==> config.mk <==
export PLATFORM = sky130hd
export DESIGN_NAME = timer_array
export DESIGN_NICKNAME = d
export VERILOG_FILES = /design/src/rtl/timer_array.sv
export SDC_FILE = /design/constraint.sdc
export NUM_CORES = 1
export LEC_CHECK = 0
export ABC_AREA = 1
export CAP_MARGIN = 10
export CORE_MARGIN = 5
export CORE_UTILIZATION = 40
export DETAILED_ROUTE_END_ITERATION = 6
export PLACE_DENSITY = 0.7
export REMOVE_ABC_BUFFERS = 1
export SLEW_MARGIN = 0
export SYNTH_ARGS = -nofsm -noshare
export SYNTH_HDL_FRONTEND = slang
export SYNTH_SLANG_ARGS = --single-unit
==> constraint.sdc <==
create_clock -name clk -period 5.2 [get_ports clk]
set_input_delay 1.56 -clock clk [delete_from_list [all_inputs] [get_ports clk]]
set_output_delay 1.56 -clock clk [all_outputs]
set_load 0.005 [all_outputs]
==> src/rtl/timer_array.sv <==
// Multi-channel down-counting timer: NCH channels, each with an 8-bit prescaler,
// one-shot/periodic modes and a sticky pending flag, behind one register window.
module timer_array #(
  parameter int NCH   = 2,
  parameter int CNT_W = 32
) (
  input  logic        clk,
  input  logic        reset,
  input  logic [29:0] Addr,
  input  logic        WE,
  input  logic [31:0] Din,
  output logic [31:0] Dout,
  output logic        IRQ
);
  typedef enum logic [1:0] {IDLE = 2'd0, LOAD = 2'd1, CNT = 2'd2, DONE = 2'd3} state_t;

  // Bus: a write completes in the cycle WE is high; reads are combinational, no wait states.
  logic [3:0] ch;
  logic [1:0] rsel;
  assign ch   = Addr[5:2];
  assign rsel = Addr[1:0];

  state_t           state_q [NCH];
  state_t           state_d [NCH];
  logic [1:0]       mode_q  [NCH];
  logic [7:0]       pre_q   [NCH];
  logic [7:0]       psc_q   [NCH];
  logic [CNT_W-1:0] preset_q[NCH];
  logic [CNT_W-1:0] count_q [NCH];
  logic [NCH-1:0]   en_q, im_q, pend_q;
  logic [NCH-1:0]   wsel, tick, ld, run, dec, expire, stop;

  logic unused_bits;
  assign unused_bits = ^{Addr[29:6], Din};

  always_comb begin
    for (int k = 0; k < NCH; k++) begin
      wsel[k] = WE && (ch == 4'(k));
      tick[k] = (psc_q[k] == pre_q[k]);
    end
  end

  always_ff @(posedge clk) begin
    for (int k = 0; k < NCH; k++) begin
      if (reset) state_q[k] <= IDLE;
      else       state_q[k] <= state_d[k];
    end
  end

  // A channel being written holds its FSM for that cycle.
  always_comb begin
    for (int k = 0; k < NCH; k++) begin
      state_d[k] = state_q[k];
      if (!wsel[k]) begin
        case (state_q[k])
          IDLE: if (en_q[k]) state_d[k] = LOAD;
          LOAD: state_d[k] = CNT;
          CNT: begin
            if (!en_q[k])                                     state_d[k] = IDLE;
            else if (tick[k] && (count_q[k] <= CNT_W'(1)))   state_d[k] = DONE;
          end
          DONE: state_d[k] = (mode_q[k] == 2'b01 && en_q[k]) ? LOAD : IDLE;
          default: state_d[k] = IDLE;
        endcase
      end
    end
  end

  always_comb begin
    for (int k = 0; k < NCH; k++) begin
      ld[k]     = !wsel[k] && (state_q[k] == LOAD);
      run[k]    = !wsel[k] && (state_q[k] == CNT) && en_q[k];
      dec[k]    = run[k] && tick[k] && (count_q[k] > CNT_W'(1));
      expire[k] = run[k] && tick[k] && (count_q[k] <= CNT_W'(1));
      stop[k]   = !wsel[k] && (state_q[k] == DONE) && !(mode_q[k] == 2'b01 && en_q[k]);
    end
  end

  always_ff @(posedge clk) begin
    for (int k = 0; k < NCH; k++) begin
      if (reset) begin
        en_q[k]     <= 1'b0;
        mode_q[k]   <= 2'b00;
        im_q[k]     <= 1'b0;
        pre_q[k]    <= 8'd0;
        preset_q[k] <= '0;
        count_q[k]  <= '0;
        psc_q[k]    <= 8'd0;
        pend_q[k]   <= 1'b0;
      end else if (wsel[k]) begin
        case (rsel)
          2'd0: begin
            en_q[k]   <= Din[0];
            mode_q[k] <= Din[2:1];
            im_q[k]   <= Din[3];
            pre_q[k]  <= Din[15:8];
          end
          2'd1:    preset_q[k] <= Din[CNT_W-1:0];
          2'd3:    if (Din[0]) pend_q[k] <= 1'b0;
          default: ;
        endcase
      end else begin
        if (ld[k]) begin
          count_q[k] <= preset_q[k];
          psc_q[k]   <= 8'd0;
        end
        if (run[k])    psc_q[k]   <= tick[k] ? 8'd0 : psc_q[k] + 8'd1;
        if (dec[k])    count_q[k] <= count_q[k] - CNT_W'(1);
        if (expire[k]) begin
          count_q[k] <= '0;
          pend_q[k]  <= 1'b1;
        end
        if (stop[k])   en_q[k]    <= 1'b0;
      end
    end
  end

  always_comb begin
    Dout = 32'd0;
    for (int k = 0; k < NCH; k++) begin
      if (ch == 4'(k)) begin
        case (rsel)
          2'd0: Dout = {16'd0, pre_q[k], 4'd0, im_q[k], mode_q[k], en_q[k]};
          2'd1: Dout = 32'(preset_q[k]);
          2'd2: Dout = 32'(count_q[k]);
          2'd3: Dout = {31'd0, pend_q[k]};
        endcase
      end
    end
  end

  assign IRQ = |(pend_q & im_q);
endmodule
==> out/qor.csv, run 1 <==
metric,value,unit
status,"complete, no violations",
die span in x,170,um
simple-gate share of the synthesized area,22.3,%
XOR/XNOR share of the synthesized area,5.91,%
period utilization,98.6,%
Final ANT Viol Nets,0,
final instance area,0.0123,mm2
Buf/Inv on CP,5,
diode count,0,
Area contributors post-synth,"edfxtp_1 48%, nand2_1 8.8%, nor2_1 8.8%, inv_1 6.6%, xor2_1 5.5%",
Final Util,48.9,%
H-tree levels,4,
Crit Path Max Fanout,10,
crit path capture type,output port,
Max Buffers Root-to-Sink,2,
share of layout cells above drive strength 1,8.92,%
sw frac,34.2,%
Power Density,333,mW/mm2
area fraction in compound gates after synthesis,12.1,%
cell mode on critical path,clkdlybuf4s50_1,
ys async rst share,0,%
Slew headroom,49.0,%
"area leader, netlist",edfxtp_1,
power consumption,4.11,mW
"Hold Vio Cnt, Final",0,
hold_ws,496,ps
initial antenna violation count,0,
Hold Buf Count CTS,0,
first-pass GRT wire length,46500,um
# fillers,2371,
final wirelength,30900,um
most frequent cell after synthesis,nand2_1,
Worst-path clk slew,80,ps
fin. max-slew vios,0,
cells after synthesis,1247,
TritonCTS clock tree,done,
# IOs,98,
GRT overflow,0,
Crit path arrival time,3570,ps
Max Cap Viol,0,
crit path time final,5130,ps
via count,9077,
final clock skew,17.5,ps
Initial DRC Count,1051,
All-Layer GR Usage,20.6,%
setup violation total in the final timing report,0,
unrepaired setup endpoints after global routing,yes,
sequential share of the synthesized area,50.1,%
Hold Path Class,reg -> reg,
Top Family by Delay on Critical Path,buffers and inverters,
largest net degree at the start of global routing,33,
Root Buffer,clkbuf_16,
CTS buffer count,17,
P&R area growth vs syn,20.5,%
most common flop cell mapped by yosys,edfxtp_1,
synth warn,0,
DR vias/cell,5.38,
clock sink count,174,
chip height,170,um
Commonest cells post-synth,"241 x nand2_1, 239 x nor2_1, 181 x inv_1",
vias in the first global route,8598,
Lkg Pwr,5.28,nW
share of the synthesized area in the top cell type,48.1,%
mean post-synth cell area,8.20,um2
mux share of post-synthesis cell area,0,%
Comb pwr share,21.9,%
clock power share,31.6,%
core area,0.0252,mm2
DR WL/cell,18.3,um
full die area,0.0289,mm2
Pre-Repair DR Iteration Count,6,
final worst slack,70.2,ps
worst stage delay on the critical path,540,ps
Placed Area,0.0115,mm2
"EDFF count, synth",164,
Critical Path Source Type,primary input,
crit path cell chain,clkdlybuf4s50_1 -> inv_2 -> nor3_4 -> clkinv_1 -> buf_4 -> o22ai_2 -> clkdlybuf4s50_1,
# DRC,0,
initial core utilization,40.6,%
Worst-Margin Slew,759,ps
P_sw,1.40,mW
Port Buf Inserts,73,
internal power,2.70,mW
"Distinct cells, synth",39,
num rows,58,
Synth Area in Adders,0.734,%
Max Fclk,195,MHz
clk_lat worst skew,440,ps
Yosys reg bits,174,
nets,1415,
largest family of logic cells by synthesized area,simple AND/OR/NAND/NOR gates,
Peak VDD IR,0.000208,V
Required @ worst endpoint,3640,ps
Place WS,-155,ps
DP HPWL,22400,um
"slowest stage cell, crit path",clkdlybuf4s50_1,
Reg power frac,46.5,%
Syn Std Cell Area,0.0102,mm2
routability congestion estimate,0.946,
critical path class,in -> out,
==> cells in the final DEF (no fill, tap or decap), types with 3 or more instances in the layout <==
master / count
nand2_1: 241
nor2_1: 237
inv_1: 178
edfxtp_1: 164
xor2_1: 64
clkdlybuf4s50_1: 60
o21ai_0: 58
nand3_1: 51
o22ai_1: 45
buf_4: 37
a21oi_1: 34
a22o_1: 22
clkbuf_16: 18
o21ai_1: 14
dlymetal6s2s_1: 12
o22ai_2: 11
nor3_1: 10
dfxtp_1: 10
inv_2: 9
a21oi_2: 7
nand4_1: 6
ha_1: 6
xnor2_1: 5
clkinv_8: 5
a221oi_1: 4
nor2_2: 4
inv_6: 4
buf_12: 4
o21ai_2: 3
inv_8: 3
buf_6: 3
==> power by group through the flow <==
| stage | sequential [mW] | combinational, mW | clock (mW) |
|---|---|---|---|
| floorplan | 1.89 | 0.592 | 0 |
| global placement | 1.93 | 0.844 | 0 |
| detailed placement | 1.94 | 0.859 | 0 |
| CTS | 1.91 | 0.877 | 1.30 |
| global route | 1.93 | 0.995 | 1.36 |
| finish | 1.91 | 0.901 | 1.30 |
==> layout make-up <==
| cell class | instances | area (um2) | area share (%) |
|---|---|---|---|
| sequential | 174 | 5120 | 41.6 |
| timing repair buffer | 118 | 1180 | 9.54 |
| clock inverter | 14 | 168 | 1.36 |
| tap | 330 | 413 | 3.35 |
| clock buffer | 18 | 429 | 3.48 |
| inverter | 188 | 706 | 5.73 |
| multi-input combinational | 845 | 4310 | 35.0 |
==> metal layers <==
layer	GRT usage, %	wire [um]
met3	3.72	2990
met4	4.72	484
met2	31.5	13500
met5	0	0
met1	30.7	13900
==> sequential cells by signal (all words and copies together), names as in the netlist <==
name	count
en_q	2
psc_q	16
pre_q	16
pend_q	2
mode_q	4
preset_q	64
im_q	2
count_q	64
state_q	4
==> cell families after synthesis <==
kind of cell,after synthesis
simple gates,564
xor+xnor,69
fa+ha+maj,6
flops,174
compound gates,206
buf+inv,228
==> what timing repair did <==
item,CTS,global route
gates resized for setup,19,31
buffers inserted,0,4
cloned,0,1
endpoints found under the setup margin,28,26
pin swaps,3,6
==> stage by stage <==
| step | std cells | setup TNS, ps |
|---|---|---|
| 3_5_place_dp | 1650 | -1920 |
| 3_3_place_gp | 1650 | -2210 |
| 4_1_cts | 1682 | -193 |
| 2_1_floorplan | 1207 | -13430 |
| 5_1_grt | 1687 | -3.85 |
| 6_report | 1687 | 0 |
==> worst reg2reg max path: cells and delay by family, from the launching register on <==
kind                     cells  cell delay (ps)
adder cells (fa/ha/maj)      1              280
AO/OA/AOI/OAI                1              120
AND/OR/NAND/NOR              6             1130
buffers and inverters        3              670
flip-flops                   1              400
==> final timing paths <==
kind                               startpoint        endpoint  slack, ps  depth (start not counted)
worst max-delay path                  Addr[2]         Dout[9]         70                          7
worst min-delay path                pend_q[1]       pend_q[1]        500                          2
worst max register to register  count_q[1][0]  count_q[1][16]       2330                         11
worst min register to register      pend_q[1]       pend_q[1]        500                          2
No activity file was read; power rests on OpenSTA's default activity.
==> inputs of run 2 (changes only) <==
--- a/config.mk
+++ b/config.mk
@@ -9,3 +9,3 @@
 export CAP_MARGIN = 10
-export CORE_MARGIN = 5
+export CORE_MARGIN = 8
 export CORE_UTILIZATION = 40
==> constraint.sdc (replaced) <==
create_clock -name clk -period 5.2 [get_ports clk]
set_input_delay 1.04 -clock clk [delete_from_list [all_inputs] [get_ports clk]]
set_output_delay 1.04 -clock clk [all_outputs]
set_load 0.005 [all_outputs]
==> out/qor.csv, run 2 (synthesis results as in run 1) <==
metric,value,unit,change
P&R area growth vs syn,16.7,%,
nets,1392,,-1.6%
routability congestion estimate,0.917,,-3.0%
# DRC,0,,unchanged
via count,8991,,-0.95%
Max Cap Viol,0,,unchanged
fin. max-slew vios,0,,unchanged
"Setup Fix Bufs, Post-CTS",0,,unchanged
final wirelength,30100,um,-2.6%
Crit path arrival time,3460,ps,-110 ps
period utilization,86.6,%,-12 points
Hold Buf Count CTS,0,,unchanged
first-pass GRT wire length,47000,um,+1.1%
GRT overflow,0,,unchanged
All-Layer GR Usage,19.5,%,-1.1 points
die span in x,176,um,+3.5%
Critical Path Source Type,primary input,,
core area,0.0252,mm2,unchanged
H-tree levels,4,,unchanged
biggest regs,"count_q (64), preset_q (64)",,
chip height,176,um,+3.5%
critical path class,in -> out,,
clock sink count,174,,unchanged
Final Util,47.4,%,-1.5 points
DR WL/cell,18.1,um,-1.3%
clk_lat worst skew,450,ps,about the same
Hold Path Class,reg -> reg,,
initial antenna violation count,0,,unchanged
DR WL met2,12900,um,-4.1%
Max Buffers Root-to-Sink,2,,unchanged
crit path time final,4500,ps,-626 ps
Final ANT Viol Nets,0,,unchanged
# fillers,2404,,+1.4%
final clock skew,14.2,ps,-3.33 ps
Port Buf Inserts,73,,unchanged
Peak VDD IR,0.000228,V,+9.5%
vias in the first global route,8659,,+0.71%
Worst-path clk slew,70,ps,about the same
TritonCTS clock tree,done,,
DR vias/cell,5.40,,+0.42%
metal3 WL,3130,um,+4.7%
register area,0.00512,mm2,unchanged
cts repair resizes,0,,-19
setup violation total in the final timing report,0,,unchanged
# IOs,98,,unchanged
initial core utilization,40.6,%,unchanged
Lkg Pwr,4.90,nW,-7.2%
Crit Path Max Fanout,27,,+17
Fin Setup TNS,0,ps,unchanged
Worst-Margin Slew,732,ps,-26.7 ps
diode count,0,,unchanged
most frequent cells in the layout,"241 x nand2_1, 239 x nor2_1, 181 x inv_1, 164 x edfxtp_1, 73 x clkdlybuf4s50_1",,
Max Fclk,222,MHz,+14%
crit path capture type,output port,,
Initial DRC Count,1125,,+7.0%
met1 wire length,13400,um,-3.9%
CTS buffer count,17,,unchanged
Required @ worst endpoint,4160,ps,+520 ps
largest net degree at the start of global routing,36,,+9.1%
full die area,0.0309,mm2,+7.2%
DP HPWL,22200,um,-1.1%
Root Buffer,clkbuf_16,,
max layer used,met4,,
status,"complete, no violations",,
share of layout cells above drive strength 1,5.70,%,-3.2 points
num rows,58,,unchanged
Pre-Repair DR Iteration Count,5,,-1
Slew headroom,50.8,%,+1.8 points
"Hold Vio Cnt, Final",0,,unchanged
unrepaired setup endpoints after global routing,no,,
Multi-input gate area,0.00421,mm2,-2.4%
Power Density,341,mW/mm2,+2.4%
"most common cell after layout, fill and taps aside",nand2_1,,
run 2: cell count changes in the layout (fill, tap and decap cells not counted), sizes merged:
cell | previous run | this run
buf | 44 | 22
inv | 194 | 195
clkdlybuf4s50 | 60 | 73
dlygate4sd2 | 1 | 0
clkinv | 8 | 7
clkbuf | 19 | 18
dlymetal6s2s | 12 | 0
run 2: stage by stage:
step	cells	instance area, um2	power, mW	setup WS [ps]	hold slack, ps
2_1_floorplan	1207	10000	2.48	114	454
3_3_place_gp	1632	11300	2.76	763	481
3_5_place_dp	1632	11300	2.78	764	490
4_1_cts	1664	11900	4.07	758	500
5_1_grt	1664	11900	4.27	553	532
6_report	1664	11900	4.08	696	499
run 2: where the power goes:
part	leakage (nW)	internal, mW	switching, mW
Combinational	2.89	0.287	0.579
Clock	0.291	0.651	0.650
Sequential	1.72	1.75	0.163
Total	4.90	2.68	1.39
run 2: layout make-up:
class                   count  share of cell area, %
flip-flops and latches    174                   42.9
clock buffers              18                   3.59
clock inverters            14                   1.38
well taps                 330                   3.46
multi-input cells         845                   35.2
inverters                 188                   5.91
repair buffers             95                   7.50
run 2: worst max-delay path, cell delays in order:
cell and delay, ps:
clkdlybuf4s50_1 430, inv_1 110, nor2_1 70, inv_1 480
buf_4 430, o22ai_1 150, a22o_1 280, clkdlybuf4s50_1 460
run 2: metal layers:
layer / GRT usage (%) / vias to the layer above
met5: 0 / -
met4: 6.22 / 0
met3: 4.81 / 45
met2: 28.4 / 455
met1: 28.0 / 4233
li1: - / 4258
run 2: final timing paths:
path / slack (ps) / end / from / cells after the start
hold reg to reg: 500 / pend_q[1] / pend_q[1] / 2
hold / removal: 500 / pend_q[1] / pend_q[1] / 2
setup reg to reg: 2340 / count_q[1][2] / count_q[1][0] / 11
setup / recovery: 700 / Dout[16] / Addr[1] / 8
==> inputs of run 3 (changes only) <==
- CORE_ASPECT_RATIO: not set -> 1.2
==> out/qor.csv, run 3 (synthesis results as in run 1) <==
metric,value,unit,change
final clock skew,16.0,ps,+1.87 ps
Top Family by Delay on Critical Path,buffers and inverters,,
core area,0.0253,mm2,+0.49%
unrepaired setup endpoints after global routing,no,,
GRT overflow,0,,unchanged
period utilization,84.1,%,-2.5 points
Max Buffers Root-to-Sink,2,,unchanged
via count,8832,,-1.8%
Initial DRC Count,759,,-33%
Port Buf Inserts,73,,unchanged
nets,1388,,-0.29%
cell mode on critical path,clkdlybuf4s50_1,,
"most common cell after layout, fill and taps aside",nand2_1,,
DP HPWL,21700,um,-2.0%
TritonCTS clock tree,done,,
DR vias/cell,5.32,,-1.5%
share of layout cells above drive strength 1,5.41,%,-0.28 points
Hold Buf Count CTS,0,,unchanged
clk_lat worst skew,440,ps,about the same
setup violation total in the final timing report,0,,unchanged
initial antenna violation count,0,,unchanged
first-pass GRT wire length,46100,um,-2.0%
Power Density,339,mW/mm2,-0.52%
routability congestion estimate,0.910,,-0.81%
# IOs,98,,unchanged
Hold Path Class,reg -> reg,,
Crit Path Max Fanout,17,,-37%
"Setup Fix Bufs, Post-CTS",0,,unchanged
diode count,0,,unchanged
Fin Setup TNS,0,ps,unchanged
initial core utilization,40.4,%,-0.20 points
worst stage delay on the critical path,560,ps,+80 ps
Final Util,47.0,%,-0.43 points
Max Cap Viol,0,,unchanged
Peak VDD IR,0.000246,V,+7.9%
"slowest stage cell, crit path",clkdlybuf4s50_1,,
DR WL/cell,17.7,um,-2.0%
Worst-Margin Slew,803,ps,+70.4 ps
chip height,191,um,+8.7%
most frequent cells in the layout,"241 x nand2_1, 239 x nor2_1, 181 x inv_1, 164 x edfxtp_1, 73 x clkdlybuf4s50_1",,
crit path cell chain,clkdlybuf4s50_1 -> inv_1 -> nand2_1 -> clkinv_1 -> a221oi_1 -> o22ai_1 -> clkdlybuf4s50_1,,
worst hold path depth,2,,unchanged
Max Fclk,229,MHz,+3.0%
Final ANT Viol Nets,0,,unchanged
CTS buffer count,17,,unchanged
Crit path arrival time,3330,ps,-130 ps
fin. max-slew vios,0,,unchanged
critical path class,in -> out,,
crit path capture type,output port,,
power consumption,4.04,mW,-0.95%
cts repair resizes,0,,unchanged
Critical Path Source Type,primary input,,
# DRC,0,,unchanged
CP Depth,7,,-1
clock sink count,174,,unchanged
Placed Area,0.0113,mm2,-0.26%
crit path time final,4370,ps,-130 ps
final wirelength,29400,um,-2.2%
full die area,0.0310,mm2,about the same
Worst-path clk slew,70,ps,about the same
vias in the first global route,8539,,-1.4%
Buf/Inv on CP,4,,-1
final instance area,0.0119,mm2,-0.43%
Slew headroom,46.3,%,-4.5 points
Required @ worst endpoint,4160,ps,about the same
biggest regs,"count_q (64), preset_q (64)",,
H-tree levels,4,,unchanged
status,"complete, no violations",,
largest net degree at the start of global routing,36,,unchanged
Lkg Pwr,4.86,nW,-0.77%
P&R area growth vs syn,16.2,%,
Root Buffer,clkbuf_16,,
Pre-Repair DR Iteration Count,5,,unchanged
die span in x,162,um,-7.9%
All-Layer GR Usage,19.2,%,-0.37 points
hold_ws,491,ps,-8.62 ps
r2r worst-path depth,11,,unchanged
num rows,64,,+10%
"Hold Vio Cnt, Final",0,,unchanged
-- run 3: area by class of cell --
class	count	area [um2]
Clock buffer	18	429
Clock inverter	14	144
Fill cell	2476	13400
Inverter	188	706
Multi-Input combinational cell	845	4210
Sequential cell	174	5120
Tap cell	330	413
Timing Repair Buffer	91	866
-- run 3: per-stage QoR --
step | worst slack (ps) | std cells
finish | 827 | 1660
global placement | 906 | 1628
CTS | 857 | 1660
floorplan | 114 | 1207
detailed placement | 876 | 1628
global route | 708 | 1660
-- run 3: final timing paths --
| kind | slack, ps | startpoint | to |
|---|---|---|---|
| hold reg to reg | 490 | pend_q[1] | pend_q[1] |
| setup / recovery | 830 | Addr[0] | Dout[1] |
| hold / removal | 490 | pend_q[1] | pend_q[1] |
| setup reg to reg | 2330 | count_q[1][0] | count_q[1][2] |
-- run 3: worst min-delay path, delay by kind of cell (launching register included) --
| kind | cells | cell delay [ps] |
|---|---|---|
| AOI/OAI and AO/OA | 1 | 70 |
| buffers and inverters | 1 | 80 |
| DFF | 1 | 300 |
-- run 3: layer usage --
layer	vias to the layer above	GRT usage (%)	routed length [um]
li1	4252	-	-
met1	4098	26.0	12800
met2	438	30.0	13200
met3	44	3.23	2660
met4	0	7.67	796
met5	-	0	0
-- run 3: power by group --
part	internal (mW)	leakage, nW	total [mW]	switching [mW]
sequential	1.75	1.72	1.91	0.164
combinational	0.284	2.87	0.852	0.567
clock	0.641	0.272	1.28	0.635
